==> src/rtl/rv32i_types.sv <==
// Shared RV32I pipeline types: opcodes, ROB entry and CDB broadcast formats.
// The ROB sizing lives here so that RS, LSQ and regfile tag widths share one definition.
package rv32i_types;

  localparam int ROB_DEPTH = 16;
  localparam int ROB_TAG_W = $clog2(ROB_DEPTH);

  typedef enum logic [6:0] {
    op_lui   = 7'b0110111,
    op_auipc = 7'b0010111,
    op_jal   = 7'b1101111,
    op_jalr  = 7'b1100111,
    op_br    = 7'b1100011,
    op_load  = 7'b0000011,
    op_store = 7'b0100011,
    op_imm   = 7'b0010011,
    op_reg   = 7'b0110011,
    op_csr   = 7'b1110011
  } rv32i_opcode;

  typedef struct packed {
    logic [ROB_TAG_W-1:0] tag;
    rv32i_opcode          opcode;
    logic [4:0]           rds;
    logic [31:0]          rob_val;
    logic                 commit;
    logic                 br_en;
    logic [31:0]          br_target;
  } rob_t;

  typedef struct packed {
    logic                 br_en;
    logic [31:0]          br_target;
    logic [31:0]          value;
    logic [ROB_TAG_W-1:0] tag;
    logic                 valid;
  } cdb_t;

  // Only these two opcodes retire without writing a destination register.
  function automatic logic writes_rd(rv32i_opcode op, logic [4:0] rd);
    return (op != op_br) && (op != op_store) && (rd != 5'd0);
  endfunction

endpackage

==> src/rtl/reorder_buffer_if.sv <==
// Dispatch, CDB, operand lookup and commit signals between the pipeline and the ROB.
interface reorder_buffer_if
  import rv32i_types::*;
();

  logic                 disp_valid;
  rv32i_opcode          disp_opcode;
  logic [4:0]           disp_rd;
  logic                 disp_ready;
  logic [ROB_TAG_W-1:0] disp_tag;

  cdb_t                 cdb;

  logic [ROB_TAG_W-1:0] rd_tag1;
  logic [ROB_TAG_W-1:0] rd_tag2;
  logic                 rd_ready1;
  logic                 rd_ready2;
  logic [31:0]          rd_value1;
  logic [31:0]          rd_value2;

  logic                 commit_valid;
  rob_t                 commit_entry;
  logic                 commit_regwr;
  logic                 flush;

  modport master (
    output disp_valid, disp_opcode, disp_rd, cdb, rd_tag1, rd_tag2,
    input  disp_ready, disp_tag, rd_ready1, rd_ready2, rd_value1, rd_value2,
    input  commit_valid, commit_entry, commit_regwr, flush
  );

  modport slave (
    input  disp_valid, disp_opcode, disp_rd, cdb, rd_tag1, rd_tag2,
    output disp_ready, disp_tag, rd_ready1, rd_ready2, rd_value1, rd_value2,
    output commit_valid, commit_entry, commit_regwr, flush
  );

endinterface

==> src/rtl/reorder_buffer.sv <==
// 16-entry circular reorder buffer: in-order allocate, out-of-order CDB writeback,
// in-order single-instruction commit with branch flush.
module reorder_buffer
  import rv32i_types::*;
#(
  parameter int DEPTH = ROB_DEPTH,
  parameter int TAG_W = ROB_TAG_W
) (
  input  logic             clk,
  input  logic             rst,
  reorder_buffer_if.slave  rob_if
);

  localparam logic [TAG_W:0] FULL_COUNT = (TAG_W+1)'(DEPTH);

  rob_t             r_entry [DEPTH];
  logic [DEPTH-1:0] r_valid;
  logic [TAG_W-1:0] r_head;
  logic [TAG_W-1:0] r_tail;
  logic [TAG_W:0]   r_count;

  rob_t             w_head_entry;
  logic             w_full;
  logic             w_commit;
  logic             w_flush;
  logic             w_alloc;
  logic             w_wb;
  logic             w_hit1;
  logic             w_hit2;

  // NOTE: every signal gets a value before any condition, so no path leaves one unassigned (no latch).
  always_comb begin
    w_head_entry = r_entry[r_head];
    w_full       = (r_count == FULL_COUNT);
    w_commit     = (r_count != '0) && w_head_entry.commit;
    w_flush      = w_commit && w_head_entry.br_en;
    // A full ROB refuses dispatch even if head retires this cycle.
    w_alloc      = rob_if.disp_valid && !w_full && !w_flush;
    w_wb         = rob_if.cdb.valid && r_valid[rob_if.cdb.tag];

    w_hit1 = r_valid[rob_if.rd_tag1] && rob_if.cdb.valid && (rob_if.cdb.tag == rob_if.rd_tag1);
    w_hit2 = r_valid[rob_if.rd_tag2] && rob_if.cdb.valid && (rob_if.cdb.tag == rob_if.rd_tag2);

    rob_if.disp_ready   = !w_full;
    rob_if.disp_tag     = r_tail;
    rob_if.commit_valid = w_commit;
    rob_if.commit_entry = w_head_entry;
    rob_if.commit_regwr = w_commit && writes_rd(w_head_entry.opcode, w_head_entry.rds);
    rob_if.flush        = w_flush;

    rob_if.rd_ready1 = r_valid[rob_if.rd_tag1] && (r_entry[rob_if.rd_tag1].commit || w_hit1);
    rob_if.rd_ready2 = r_valid[rob_if.rd_tag2] && (r_entry[rob_if.rd_tag2].commit || w_hit2);
    rob_if.rd_value1 = w_hit1 ? rob_if.cdb.value : r_entry[rob_if.rd_tag1].rob_val;
    rob_if.rd_value2 = w_hit2 ? rob_if.cdb.value : r_entry[rob_if.rd_tag2].rob_val;
  end

  // NOTE: state updates use <= so every branch below sees the pre-edge values.
  always_ff @(posedge clk or posedge rst) begin
    if (rst) begin
      r_head  <= '0;
      r_tail  <= '0;
      r_count <= '0;
      r_valid <= '0;
      // NOTE: the entry array is reset because commit_entry exposes entry[head] and must read 0.
      for (int i = 0; i < DEPTH; i++) r_entry[i] <= '0;
    end else if (w_flush) begin
      r_head  <= '0;
      r_tail  <= '0;
      r_count <= '0;
      r_valid <= '0;
      for (int i = 0; i < DEPTH; i++) r_entry[i].commit <= 1'b0;
    end else begin
      if (w_wb) begin
        r_entry[rob_if.cdb.tag].rob_val   <= rob_if.cdb.value;
        r_entry[rob_if.cdb.tag].br_en     <= rob_if.cdb.br_en;
        r_entry[rob_if.cdb.tag].br_target <= rob_if.cdb.br_target;
        r_entry[rob_if.cdb.tag].commit    <= 1'b1;
      end
      if (w_commit) begin
        r_valid[r_head] <= 1'b0;
        r_head          <= r_head + 1'b1;
      end
      if (w_alloc) begin
        r_entry[r_tail] <= '{tag: r_tail, opcode: rob_if.disp_opcode, rds: rob_if.disp_rd,
                             rob_val: 32'd0, commit: 1'b0, br_en: 1'b0, br_target: 32'd0};
        r_valid[r_tail] <= 1'b1;
        r_tail          <= r_tail + 1'b1;
      end
      case ({w_alloc, w_commit})
        2'b10:   r_count <= r_count + 1'b1;
        2'b01:   r_count <= r_count - 1'b1;
        default: r_count <= r_count;
      endcase
    end
  end

endmodule
==> src/flat_wrapper.sv <==
// flat-port wrapper written by rule: the top's interface ports become plain ports
module reorder_buffer_flat import rv32i_types::*;
#(
  parameter int DEPTH = ROB_DEPTH,
  parameter int TAG_W = ROB_TAG_W
)
  (clk, rst, rob_if_disp_valid, rob_if_disp_opcode, rob_if_disp_rd, rob_if_cdb, rob_if_rd_tag1, rob_if_rd_tag2, rob_if_disp_ready, rob_if_disp_tag, rob_if_rd_ready1, rob_if_rd_ready2, rob_if_rd_value1, rob_if_rd_value2, rob_if_commit_valid, rob_if_commit_entry, rob_if_commit_regwr, rob_if_flush);
  reorder_buffer_if rob_if_i ();
  input  logic clk;
  input  logic rst;
  input wire logic [$bits(rob_if_i.disp_valid)-1:0] rob_if_disp_valid;
  input wire logic [$bits(rob_if_i.disp_opcode)-1:0] rob_if_disp_opcode;
  input wire logic [$bits(rob_if_i.disp_rd)-1:0] rob_if_disp_rd;
  input wire logic [$bits(rob_if_i.cdb)-1:0] rob_if_cdb;
  input wire logic [$bits(rob_if_i.rd_tag1)-1:0] rob_if_rd_tag1;
  input wire logic [$bits(rob_if_i.rd_tag2)-1:0] rob_if_rd_tag2;
  output wire logic [$bits(rob_if_i.disp_ready)-1:0] rob_if_disp_ready;
  output wire logic [$bits(rob_if_i.disp_tag)-1:0] rob_if_disp_tag;
  output wire logic [$bits(rob_if_i.rd_ready1)-1:0] rob_if_rd_ready1;
  output wire logic [$bits(rob_if_i.rd_ready2)-1:0] rob_if_rd_ready2;
  output wire logic [$bits(rob_if_i.rd_value1)-1:0] rob_if_rd_value1;
  output wire logic [$bits(rob_if_i.rd_value2)-1:0] rob_if_rd_value2;
  output wire logic [$bits(rob_if_i.commit_valid)-1:0] rob_if_commit_valid;
  output wire logic [$bits(rob_if_i.commit_entry)-1:0] rob_if_commit_entry;
  output wire logic [$bits(rob_if_i.commit_regwr)-1:0] rob_if_commit_regwr;
  output wire logic [$bits(rob_if_i.flush)-1:0] rob_if_flush;
  assign rob_if_i.disp_valid = rob_if_disp_valid;
  assign rob_if_i.disp_opcode = rob_if_disp_opcode;
  assign rob_if_i.disp_rd = rob_if_disp_rd;
  assign rob_if_i.cdb = rob_if_cdb;
  assign rob_if_i.rd_tag1 = rob_if_rd_tag1;
  assign rob_if_i.rd_tag2 = rob_if_rd_tag2;
  assign rob_if_disp_ready = rob_if_i.disp_ready;
  assign rob_if_disp_tag = rob_if_i.disp_tag;
  assign rob_if_rd_ready1 = rob_if_i.rd_ready1;
  assign rob_if_rd_ready2 = rob_if_i.rd_ready2;
  assign rob_if_rd_value1 = rob_if_i.rd_value1;
  assign rob_if_rd_value2 = rob_if_i.rd_value2;
  assign rob_if_commit_valid = rob_if_i.commit_valid;
  assign rob_if_commit_entry = rob_if_i.commit_entry;
  assign rob_if_commit_regwr = rob_if_i.commit_regwr;
  assign rob_if_flush = rob_if_i.flush;
  reorder_buffer #(.DEPTH(DEPTH), .TAG_W(TAG_W)) u_core (.clk(clk), .rst(rst), .rob_if(rob_if_i));
endmodule
==> config.mk <==
export PLATFORM = sky130hd
export DESIGN_NAME = reorder_buffer_flat
export DESIGN_NICKNAME = d
export VERILOG_FILES = /design/src/rtl/rv32i_types.sv /design/src/rtl/reorder_buffer_if.sv /design/src/rtl/reorder_buffer.sv /design/src/flat_wrapper.sv
export SDC_FILE = /design/constraint.sdc
export NUM_CORES = 2
export LEC_CHECK = 0
export ABC_CLOCK_PERIOD_IN_PS = 56400
export BUFFER_PORTS_ARGS = -buffer_cell sky130_fd_sc_hd__buf_2
export CAP_MARGIN = 20
export CORE_MARGIN = 2
export CORE_UTILIZATION = 36
export DETAILED_ROUTE_END_ITERATION = 10
export PLACE_DENSITY_LB_ADDON = 0.2
export SYNTH_ARGS = -nofsm -noshare
export SYNTH_HDL_FRONTEND = slang
export SYNTH_SLANG_ARGS = --single-unit
==> constraint.sdc <==
create_clock -name clk -period 56.4 [get_ports clk]
set_input_delay 8.46 -clock clk [delete_from_list [all_inputs] [get_ports clk]]
set_output_delay 8.46 -clock clk [all_outputs]
set_load 0.1 [all_outputs]
==> flow_metrics.tcl <==
set metrics [dict create \
    cts.htree.levels 4 \
    finClkSkew_ns 0.02932 \
    synth.area.top_cells "dfrtp_1 (47%), mux4_2 (24%), nand2_1 (11%)" \
    pin_count 249 \
    yosys.area_share.simple_pct 12.43 \
    syn_avg_cell_area_um2 11.04 \
    yosys.area.top_type "dfrtp_1" \
    critPathTopFamily "buffers and inverters" \
    nNetsFinal 6437 \
    die-area_um2 203700 \
    yosys-top-cells-count "nand2_1 (2,129), dfrtp_1 (1,341), a21oi_1 (1,056)" \
    grt_antenna_before_repair 36 \
    cts.reportedPaths.clkPinSlew_ns 0.05 \
    grt_pass1_wl_um 409400 \
    numCtsBuffers 149 \
    ctsResizeCount 0 \
    async_reset_ff_share_pct 100.0 \
    cpMaxStageDelayCell "buf_4" \
    via_count 55215 \
    timing.critical_path.buf_inv 3 \
    use_met3_pct 5.768 \
    postSynthRegisterBits 1341 \
    drtAntennaViolNets 0 \
    p_total_mw 4.804 \
    yosysUniqueCellTypes 60 \
    path_cells "buf_6, buf_4, mux4_2, mux4_2, mux2_2, buf_2" \
    cts_sinks 1341 \
    drive_above_1_share_pct 25.89 \
    busiest_layer "met2" \
    drc 0 \
    cts_tree "built" \
    rsz0062_at_grt "false" \
    worstPathRequired_ns 47.94 \
    coreArea_um2 199200 \
    fin_area_um2 79930 \
    synthToLayoutAreaGrowth_pct 10.94 \
    slowest_delay_ns 0.94 \
    setup.worst_path.start_class "input pin" \
    hold_viol_final 0 \
    cts-root-buf "clkbuf_16" \
    clockBufferDepth 3 \
    layout_setup_ws_ns 36.21 \
    synth_fa_ha_area_share_pct 0.1910 \
    drt_iter0_markers 7069 \
    grt_overflow 0 \
    slew_viol_final 0 \
    via_per_inst 6.047 \
    pre_cts_ws_ns 36.25 \
    die_h_um 451.4 \
    met2_usage_pct 44.80 \
    dr.pass1.iters 6 \
    clk_latency_ns 0.81 \
    initial_utilization_pct 36.16 \
    final.period_utilization_pct 35.79 \
    grt_max_degree 170 \
    path_max_fanout 70 \
    grt_util_met1_pct 36.18 \
    synth_cells 6528 \
    ys.flop_type "dfrtp_1" \
    post_dp_cell_area_um2 74700 \
    maxSlewHeadroom_pct 19.08 \
    muxShareOfSynthArea_pct 28.24 \
    drt_wl_total_um 282900 \
    post-route-min-period_ns 20.19 \
    status "complete, no violations" \
    yosysMostFrequentCell "nand2_1" \
    max_freq_mhz 49.54 \
    ir_drop_mv 0.04841 \
    postCtsSetupRepairBufs 0 \
    hpwl_um 154500 \
    cap_viol_max_count 0 \
    critical_path_class "in -> out" \
    crit_top_cell "mux4_2" \
    hold_buffers 0 \
    synth_edf_count 0 \
    finalSetupViolCount 0 \
    synth_compound_area_share_pct 7.838 \
    holdWs_ns 0.4629 \
    num_rows 164 \
    fp.dieW_um 451.4 \
    grt_util_all_layers_pct 27.57 \
    io_buffers 248 \
    grt_pass1_vias 55451 \
    synthXorXnorAreaFrac_pct 0.1702 \
    synth_warnings 0 \
    p_leak_nw 33.26 \
    synth_top_area_share_pct 46.58 \
    hp-class "reg -> reg" \
    worst_slew_pin_slew_ns 1.214 \
    end_kind "primary output" \
    pwr_density_cell_nw_per_um2 60.10 \
    synth_top_family_by_area "multiplexers" \
    wire_per_inst_um 30.99 \
    synth_fp_nets 6632 \
    crit_arrival_ns 11.73 \
    synth_area_um2 72040 \
    tns_ns 0 \
    ys_seq_area_share_pct 46.58 \
    gp_congestion 0.8353 \
]
==> cells in the final DEF, fill, tap and decap left out, types with 8 or more instances in the layout <==
master and n:
mux4_2 757, clkbuf_8 39, dfrtp_1 1337, bufinv_16 13, xor2_1 10, mux2_1 74
and3_4 10, diode_2 18, clkbuf_1 35, nor3_1 20, nand2_1 2111, clkbuf_16 153
ha_1 11, a21oi_2 10, clkinv_2 23, buf_4 107, nor2_1 21, nand2_2 8
or2_2 11, and2_1 11, nor2_4 18, nand2_4 16, mux2_2 217, o21ai_0 8
nor2b_1 13, a21oi_1 1056, inv_1 14, buf_2 242
==> sequential cells by signal, indices dropped and copies added (netlist names) <==
| register | cells |
|---|---|
| u_core.rob_if.disp_tag | 4 |
| u_core.r_valid | 16 |
| u_core.r_entry | 1312 |
| u_core.r_count | 5 |
| u_core.r_head | 4 |
==> final timing paths <==
check	slack, ns	from	endpoint	cells after the start
max reg2reg	50.02	u_core.r_head[1]	u_core.r_entry[221]	9
max	36.21	rob_if_rd_tag1[1]	rob_if_rd_value1[21]	6
min	0.46	u_core.r_entry[491]	u_core.r_entry[491]	1
min in group asynchronous	7.77	rst	u_core.r_entry[1017]	2
min reg2reg	0.46	u_core.r_entry[491]	u_core.r_entry[491]	1
max in group asynchronous	44.52	rst	u_core.r_entry[664]	6
==> per-layer routing <==
| layer | part of all wire (%) | vias to the layer above |
|---|---|---|
| met3 | 8.7 | 659 |
| met2 | 48 | 2983 |
| met1 | 39 | 28939 |
| li1 | - | 22608 |
| met5 | 0.058 | - |
| met4 | 4.0 | 26 |
==> kinds of logic (layout without fill, tap and decap cells) <==
group	count (synthesis)	after routing
simple gates	2288	2288
flops	1341	1341
compound gates	1101	1101
mux	1050	1050
buf+inv	723	652
xor+xnor	14	14
fa+ha+maj	11	11
other cells	0	18
==> area by class of cell <==
type                            instances  area (µm²)
Antenna cell                           18       45.04
Clock inverter                         48       640.6
Inverter                               15       63.81
Sequential cell                      1341       33570
Fill cell                           19011      119300
Timing Repair Buffer                  362        2262
Clock buffer                          227        4497
Tap cell                             2656        3323
Multi-Input combinational cell       4464       35520
==> stage by stage <==
stage / util, % / cells
after global routing: 40.10 / 9122
after floorplan: - / 6528
after global placement: 37.48 / 8835
final: 40.12 / 9131
after CTS: 40.07 / 9111
after detailed placement: 37.49 / 8836
==> report_power, final <==
part           total [mW]  internal, mW  switching, mW  leakage, nW
clock                1.04         0.611          0.427         2.54
sequential           1.67          1.34          0.323         17.7
combinational        2.10         0.819           1.28         13.0
(Power assumes the default switching activity.)
